===== config.mk =====
export PLATFORM = sky130hd
export DESIGN_NAME = msx_bus_initiator
export DESIGN_NICKNAME = d
export VERILOG_FILES = /design/src/rtl/msx_bus_pkg.sv /design/src/rtl/bus_wait_timer.sv /design/src/rtl/msx_bus_initiator.sv
export SDC_FILE = /design/constraint.sdc
export NUM_CORES = 1
export LEC_CHECK = 0
export ABC_CLOCK_PERIOD_IN_PS = 2230
export BUFFER_PORTS_ARGS = -buffer_cell sky130_fd_sc_hd__clkbuf_2
export CORE_MARGIN = 4
export CORE_UTILIZATION = 53
export CTS_CLUSTER_DIAMETER = 40
export DETAILED_ROUTE_END_ITERATION = 16
export GPL_TIMING_DRIVEN = 0
export MAX_ROUTING_LAYER = met4
export PLACE_DENSITY_LB_ADDON = 0.25
export SLEW_MARGIN = 5
export SYNTH_ARGS = -nofsm -noshare
export SYNTH_HDL_FRONTEND = slang
export SYNTH_SLANG_ARGS = --single-unit

===== constraint.sdc =====
create_clock -name CLK -period 2.23 [get_ports CLK]
set_clock_uncertainty 0.1 [all_clocks]
set_input_delay 0.5575 -clock CLK [delete_from_list [all_inputs] [get_ports CLK]]
set_output_delay 0.5575 -clock CLK [all_outputs]
set_load 0.01 [all_outputs]

===== src/rtl/msx_bus_pkg.sv =====
// Shared types for the MSX slot bus initiator.
// Bus cycle states, latched request bundle and timeout data value.
package msx_bus_pkg;

    typedef enum logic [2:0] {
        IDLE,
        T1,
        T2,
        TW,
        T3
    } bus_state_t;

    typedef struct packed {
        logic        write;
        logic        io;
        logic [15:0] addr;
        logic [7:0]  data;
    } req_t;

    localparam logic [7:0] RSP_DATA_TIMEOUT = 8'hFF;

endpackage


===== src/rtl/bus_wait_timer.sv =====
// Counts TW states of one bus cycle and flags the one that hits the limit.
// Cleared outside TW; the count saturates at WAIT_TIMEOUT.
module bus_wait_timer #(
    parameter int WAIT_TIMEOUT = 1024,
    parameter int TW_W         = 16
) (
    input  logic clk,
    input  logic reset,
    input  logic clear,
    input  logic inc,
    output logic expired
);

    localparam logic [TW_W-1:0] LIMIT = TW_W'(WAIT_TIMEOUT);

    logic [TW_W-1:0] count;

    always_ff @(posedge clk) begin
        if (reset || clear) begin
            count <= '0;
        end else if (inc && count != LIMIT) begin
            count <= count + 1'b1;
        end
    end

    // high on the CLK_EN edge that closes the Nth TW state
    assign expired = inc && (count >= LIMIT - 1'b1);

endmodule


===== src/rtl/msx_bus_initiator.sv =====
// Host-side MSX slot bus cycle generator: one request becomes one
// Z80-timed memory or I/O cycle (T1,T2,TW*,T3) with WAIT_n support.
module msx_bus_initiator
    import msx_bus_pkg::*;
#(
    parameter bit IO_AUTO_WAIT = 1'b1,
    parameter int WAIT_TIMEOUT = 1024,
    parameter int TW_W         = 16
) (
    input  logic        CLK,
    input  logic        RESET,
    input  logic        CLK_EN,
    input  logic        REQ_VALID,
    output logic        REQ_READY,
    input  logic        REQ_WRITE,
    input  logic        REQ_IO,
    input  logic [15:0] REQ_ADDR,
    input  logic [7:0]  REQ_DATA,
    output logic        RSP_VALID,
    output logic [7:0]  RSP_DATA,
    output logic        RSP_ERR,
    output logic [15:0] ADDR,
    output logic [7:0]  DOUT,
    input  logic [7:0]  DIN,
    output logic        SLTSL_n,
    output logic        MREQ_n,
    output logic        IORQ_n,
    output logic        RD_n,
    output logic        WR_n,
    input  logic        WAIT_n
);

    bus_state_t state;
    req_t       req;
    logic       aligned;
    logic       abort;
    logic       tmr_clear;
    logic       tmr_inc;
    logic       expired;

    assign tmr_clear = (state != TW);
    assign tmr_inc   = (state == TW) && CLK_EN;

    bus_wait_timer #(
        .WAIT_TIMEOUT(WAIT_TIMEOUT),
        .TW_W        (TW_W)
    ) u_timer (
        .clk    (CLK),
        .reset  (RESET),
        .clear  (tmr_clear),
        .inc    (tmr_inc),
        .expired(expired)
    );

    always_ff @(posedge CLK) begin
        if (RESET) begin
            state     <= IDLE;
            req       <= '0;
            aligned   <= 1'b0;
            abort     <= 1'b0;
            REQ_READY <= 1'b1;
            RSP_VALID <= 1'b0;
            RSP_ERR   <= 1'b0;
            RSP_DATA  <= 8'h00;
            ADDR      <= 16'h0000;
            DOUT      <= 8'h00;
            SLTSL_n   <= 1'b1;
            MREQ_n    <= 1'b1;
            IORQ_n    <= 1'b1;
            RD_n      <= 1'b1;
            WR_n      <= 1'b1;
        end else begin
            RSP_VALID <= 1'b0;
            unique case (state)
                IDLE: begin
                    if (REQ_VALID) begin
                        req.write <= REQ_WRITE;
                        req.io    <= REQ_IO;
                        req.addr  <= REQ_ADDR;
                        req.data  <= REQ_DATA;
                        aligned   <= CLK_EN;
                        abort     <= 1'b0;
                        REQ_READY <= 1'b0;
                        state     <= T1;
                    end
                end
                T1: begin
                    ADDR <= req.addr;
                    DOUT <= req.write ? req.data : 8'h00;
                    // T1 proper starts on the first CLK_EN after accept
                    if (CLK_EN) begin
                        if (aligned) begin
                            SLTSL_n <= req.io;
                            MREQ_n  <= req.io;
                            IORQ_n  <= !req.io;
                            RD_n    <= req.write;
                            WR_n    <= !req.write;
                            state   <= T2;
                        end else begin
                            aligned <= 1'b1;
                        end
                    end
                end
                T2: begin
                    if (CLK_EN) begin
                        if ((req.io && IO_AUTO_WAIT) || !WAIT_n) begin
                            state <= TW;
                        end else begin
                            state <= T3;
                        end
                    end
                end
                TW: begin
                    if (CLK_EN) begin
                        if (WAIT_n) begin
                            state <= T3;
                        end else if (expired) begin
                            abort <= 1'b1;
                            state <= T3;
                        end
                    end
                end
                T3: begin
                    if (CLK_EN) begin
                        RSP_VALID <= 1'b1;
                        RSP_ERR   <= abort;
                        if (abort) begin
                            RSP_DATA <= RSP_DATA_TIMEOUT;
                        end else begin
                            RSP_DATA <= req.write ? 8'h00 : DIN;
                        end
                        SLTSL_n   <= 1'b1;
                        MREQ_n    <= 1'b1;
                        IORQ_n    <= 1'b1;
                        RD_n      <= 1'b1;
                        WR_n      <= 1'b1;
                        REQ_READY <= 1'b1;
                        state     <= IDLE;
                    end
                end
                default: state <= IDLE;
            endcase
        end
    end

endmodule


# After elaboration in Yosys (flattened, before gate mapping)
# Index checks and enable logic that the tools add are counted.
[classes] n_mux=35 addsub=1 eq_ne=15 order_cmp=1 n_reduce_logical=21 bitwise=1
[op_table] cell="$mux 3" n=9
[op_table] cell="$mux 8" n=3
[op_table] cell="$add 16x1->16 const B" n=1
[op_table] cell="$ge 16x10->1 const B" n=1
[op_table] cell="$ne 16x11->1 const B" n=1
[op_table] cell="$ne 2x2->1 const B" n=8
[op_table] cell="$mux 1" n=15
[op_table] cell="$pmux 3 s5" n=1
[op_table] cell="$pmux 1 s2" n=7
[op_table] cell="$reduce_bool 2->1" n=4
[op_table] cell="$reduce_and 7->1" n=1
[op_table] cell="$eq 3x2->1 const B" n=2
[op_table] cell="$reduce_and 3->1" n=2
[op_table] cell="$reduce_and 5->1" n=1
[op_table] cell="$reduce_and 2->1" n=2
[op_table] cell="$reduce_and 4->1" n=1
[op_table] cell="$eq 3x1->1 const B" n=1
[op_table] cell="$eq 3x3->1 const B" n=1
[op_table] cell="$logic_and 1x1->1" n=3
[op_table] cell="$logic_not 1->1" n=3
[op_table] cell="$logic_not 3->1" n=1
[op_table] cell="$ne 3x2->1 const B" n=1
[op_table] cell="$ne 3x3->1 const B" n=1
[op_table] cell="$logic_or 1x1->1" n=2
[op_table] cell="2 further kinds" n=2
[word_totals] register_bits=86 word_cells=92 out_inout_bits=40 input_bits=39

# Depth between registers and ports, before layout
[depth] word_depth=7 depth_mapped=7 depth_no_buf=7

# By module
# Synthesis repeated with hierarchy kept, for this count alone.
[unflattened] hier_cells=422 area_unflattened_um2=3493.4
[modules_own_cells] module="msx_bus_initiator" area_per_inst_um2=2652.5 n_inst=1 seq_area_each_um2=1401.3 cells_each=326
[modules_own_cells] module="bus_wait_timer" area_per_inst_um2=840.8 n_inst=1 seq_area_each_um2=320.3 cells_each=96

# Least setup slack after synthesis
# Ideal clock, no wire load.
[synth_timing] kind="in2reg" startpoint="in CLK_EN" endpoint="reg u_timer.count[14]" t_arrival_ns=1.541 setup_ns=0.114 n_path_buf=0 required_ns=2.016 slack_ns=0.475 cell_stages=4 path_cell_list="nand4b_1 > or3_4 > or3_4 > a21o_1"
[synth_between] elab_chain_cells=2
[synth_rtl] element="start, declared" line_no="msx_bus_initiator.sv:12" rtl="input logic CLK_EN,"
[synth_rtl] element="$logic_and 1x1->1" line_no="msx_bus_initiator.sv:42" rtl="assign tmr_inc = (state == TW) && CLK_EN;"
[synth_rtl] element="$logic_and 1x1->1" line_no="bus_wait_timer.sv:21" rtl="end else if (inc && count != LIMIT) begin"
[synth_rtl] element="end signal, assigned" line_no="bus_wait_timer.sv:22" rtl="count <= count + 1'b1;"
[synth_rtl] element="end, declared" line_no="bus_wait_timer.sv:16" rtl="logic [TW_W-1:0] count;"
# No other way between the ends.
# A chain may end at the register's enable or synchronous reset.

# Worst setup path in the final report
[layout_timing] startpoint="reg u_timer.count[1]" endpoint="reg state[0]"
[layout_between] elab_chain_cells=4
[layout_rtl] element="$ge 16x10->1" line_no="bus_wait_timer.sv:27" rtl="assign expired = inc && (count >= LIMIT - 1'b1);"
[layout_rtl] element="$logic_and 1x1->1" line_no="bus_wait_timer.sv:27"
[layout_rtl] element="$ne 3x3->1 (no line)"
[layout_rtl] element="$reduce_and 7->1 (no line)"
[layout_rtl] element="end signal, assigned" line_no="msx_bus_initiator.sv:57" rtl="state <= IDLE;"
[layout_rtl] element="end signal, assigned" line_no="msx_bus_initiator.sv:84" rtl="state <= T1;"
[layout_rtl] element="end signal, assigned" line_no="msx_bus_initiator.sv:98" rtl="state <= T2;"
[layout_rtl] element="end, declared" line_no="msx_bus_initiator.sv:33" rtl="bus_state_t state;"
# No other way between the ends.

==> impl_metrics.json <==
{
  "slowest_cell_delay_on_critical_path_ps": 400,
  "die_h_um": 87.84,
  "die_footprint_mm2": 0.007715,
  "postLayoutSetupSlackWorst_ps": 231.1,
  "syn2layout_area_growth_pct": 18.96,
  "drt_drc_violations_left": 0,
  "met2_length_um": 3899,
  "synth-warning-count": 0,
  "cts_post_setup_buffers_inserted": 0,
  "finalNonFillerCells": 574,
  "timing_worst_slew_pin_value_ps": 970.2,
  "maxCapViolations": 0,
  "synth_fp_nets": 447,
  "place_worst_setup_slack_ps": 92.55,
  "num_antenna_cells": 0,
  "finalHoldViolCount": 0,
  "end_kind": "register",
  "global_route_wire_length_before_repair_um": 13300,
  "dr.first_iter.drc_count": 180,
  "number_of_resized_instances_in_the_post_cts_repair_step": 0,
  "seqCellArea_mm2": 0.001722,
  "route.layer.met1.wl_um": 3550,
  "die_width_um": 87.84,
  "core_area_mm2": 0.006061,
  "crit_slowest_cell": "sky130_fd_sc_hd__dfxtp_1",
  "detailroute.wirelength.met3_um": 504,
  "tritoncts.num_buffers": 9,
  "detail_route.wl_per_cell_um": 13.96,
  "via_count_of_the_first_global_routing_pass": 2944,
  "critPathRequiredTime_ps": 2370,
  "weighted_congestion_at_the_end_of_routability_driven_global_placement": 0.8344,
  "ant_nets": 0,
  "ys_seq_elements": 86,
  "netlist-cell-type-count": 41,
  "io_pins": 79,
  "grt.overflow.total": 0,
  "clk_pin_slew_worst_paths_ps": 80,
  "power_leakage_uw": 0.001599,
  "crit_arrival_ps": 2140,
  "grt_start_max_net_pins": 14,
  "avg_synthesized_cell_area_um2": 8.321,
  "synthesis.area_mm2": 0.003378,
  "postRouteWirelength_um": 8015,
  "timing.slew.headroom": 0.3482,
  "final_util": 0.6631,
  "cp-start-kind": "register",
  "area_of_combinational_cells_with_multiple_inputs_mm2": 0.001521,
  "place.detailed.hpwl_um": 5819,
  "worst_ir_drop_vdd_mv": 0.5616,
  "root_buffer": "sky130_fd_sc_hd__clkbuf_8",
  "postSynthCellCount": 406,
  "row_count": 28,
  "layout_min_cycle_time_ps": 1999,
  "final.period_utilization": 0.8964,
  "num-nets-final": 536,
  "timing.final.max_slew_violations": 0,
  "placed_cells_incl_taps": 559,
  "initial_core_util": 0.5574,
  "tritoncts": "done",
  "final.setup.tns_ps": 0,
  "layout-drive-gt1-share": 0.2204,
  "antenna_violations_before_repair": 0,
  "h-tree-depth": 3,
  "ctsHoldBuffers": 0,
  "via_count": 3073,
  "series_of_cell_instances_along_the_critical_path": "ha_1 -> nand2_1 -> nor3_1 -> nor4_2 -> nor2_1 -> mux2_2",
  "hold_path_class": "primary input to register",
  "max_clock_freq_mhz": 500.3,
  "port_buffers": 78,
  "timing.critical_path.fanout_max": 5,
  "setup_violations": 0,
  "fill_count": 536,
  "grt_usage": 0.2242,
  "outcome": "finished clean",
  "synth_seq_area_share": 0.5096,
  "timing_worst_setup_path_type": "register to register",
  "clkLatencyLatePin_ps": 350,
  "top_layer": "met4",
  "rsz0062_at_grt": "no",
  "cts.sinks": 86,
  "clock_path_buffers": 2,
  "p_per_area_mw_per_mm2": 738.3,
  "drt_first_pass_iters": 4,
  "post_drt_via_cell_ratio": 5.354
}
-- flip-flops by register name (all words and copies together), names as in the netlist --
| signal | flops |
|---|---|
| abort | 1 |
| RSP_VALID | 1 |
| WR_n | 1 |
| ADDR | 16 |
| RD_n | 1 |
| aligned | 1 |
| RSP_ERR | 1 |
| RSP_DATA | 8 |
| MREQ_n | 1 |
| u_timer.count | 16 |
| REQ_READY | 1 |
| req | 26 |
| DOUT | 8 |
| state | 3 |
| IORQ_n | 1 |
-- logic make-up (layout without fill, tap and decap cells) --
| family | count (synthesis) | in the layout | synth area share |
|---|---|---|---|
| AND/OR/NAND/NOR | 190 | 190 | 0.2615 |
| AO/OA/AOI/OAI | 81 | 81 | 0.1407 |
| multiplexers | 3 | 3 | 0.009629 |
| adder cells (fa/ha/maj) | 2 | 2 | 0.007406 |
| flip-flops | 86 | 86 | 0.5096 |
| XOR/XNOR | 12 | 12 | 0.03111 |
| buffers and inverters | 32 | 125 | 0.04000 |
-- cells in the mapped netlist (all sizes together) --
cell / instances / area [µm²]
nor4bb: 1 / 10.01
a31oi: 2 / 12.51
nor4: 4 / 37.53
dfxtp: 86 / 1722
nand2b: 6 / 37.54
a2bb2oi: 2 / 17.52
or2: 3 / 18.77
a21oi: 56 / 280.3
o21ai: 5 / 25.02
mux2: 2 / 22.52
o22ai: 3 / 18.77
ha: 2 / 25.02
nor3: 7 / 40.04
nand4b: 1 / 8.760
clkbuf: 16 / 60.06
a2111oi: 1 / 8.760
and4: 1 / 8.760
or3: 5 / 41.29
mux2i: 1 / 10.01
a221o: 8 / 80.08
xnor2: 2 / 17.52
a21o: 3 / 22.52
nand4: 5 / 31.28
nor2: 24 / 97.59
and3: 3 / 18.77
o32a: 1 / 10.01
buf: 9 / 48.79
xor2: 10 / 87.58
inv: 7 / 26.28
nand2: 104 / 390.4
nand3b: 1 / 7.510
nor2b: 4 / 25.02
nand3: 20 / 100.1
or4b: 1 / 10.01
-- where the power goes --
part / total, µW / internal (µW) / switching [µW]
clock network: 916 / 395 / 520
registers: 1640 / 1610 / 38.0
logic: 408 / 142 / 266
total: 2970 / 2140 / 824
-- worst max-delay path, delay by kind of cell (launching register included) --
family        cells  cell delay (ps)
simple gates      4              810
flops             1              400
mux               1              360
fa+ha+maj         1              220
-- worst paths after layout --
| check | from | endpoint | slack [ps] | cells after the start |
|---|---|---|---|---|
| worst min register to register | DOUT[4] | DOUT[4] | 350 | 2 |
| worst min-delay path | REQ_ADDR[3] | req[11] | 320 | 3 |
| worst max-delay path | u_timer.count[1] | state[0] | 230 | 6 |
| worst max register to register | u_timer.count[1] | state[0] | 230 | 6 |
-- routing by layer --
layer  vias up  track usage
met5         -            -
met2        84       0.3692
li1       1553            -
met1      1428       0.2699
met4         0      0.05718
met3         8      0.06397
-- cells in the final DEF, fill, tap and decap left out, types with 3 or more instances in the layout --
cell                       instances
sky130_fd_sc_hd__a21o_1            3
sky130_fd_sc_hd__a21oi_1          56
sky130_fd_sc_hd__a221o_1           8
sky130_fd_sc_hd__and3_1            3
sky130_fd_sc_hd__buf_2             6
sky130_fd_sc_hd__clkbuf_1         18
sky130_fd_sc_hd__clkbuf_2         78
sky130_fd_sc_hd__clkbuf_8          9
sky130_fd_sc_hd__dfxtp_1          86
sky130_fd_sc_hd__inv_1             7
sky130_fd_sc_hd__nand2_1         104
sky130_fd_sc_hd__nand2b_1          6
sky130_fd_sc_hd__nand3_1          20
sky130_fd_sc_hd__nand4_1           5
sky130_fd_sc_hd__nor2_1           23
sky130_fd_sc_hd__nor2b_1           4
sky130_fd_sc_hd__nor3_1            6
sky130_fd_sc_hd__o21ai_0           5
sky130_fd_sc_hd__o22ai_1           3
sky130_fd_sc_hd__or3_1             3
sky130_fd_sc_hd__xor2_1           10
-- area by class of cell --
class                           instances  share of cell area
Sequential cell                        86              0.4284
Multi-Input combinational cell        288              0.3786
Timing Repair Buffer                   78             0.09714
Clock buffer                           11             0.03269
Buffer                                 25             0.02709
Tap cell                               75             0.02335
Inverter                                7            0.006538
Clock inverter                          4            0.006227
-- metrics by stage --
step | hold WS, ps | instance area [µm²] | total power (µW)
floorplan | 332.1 | 3378 | 1940
global placement | 337.1 | 3862 | 2072
detailed placement | 345.5 | 3862 | 2086
CTS | 309.8 | 4019 | 2987
global route | 309.3 | 4019 | 3126
finish | 319.7 | 4019 | 2967
(Power assumes the default switching activity.)
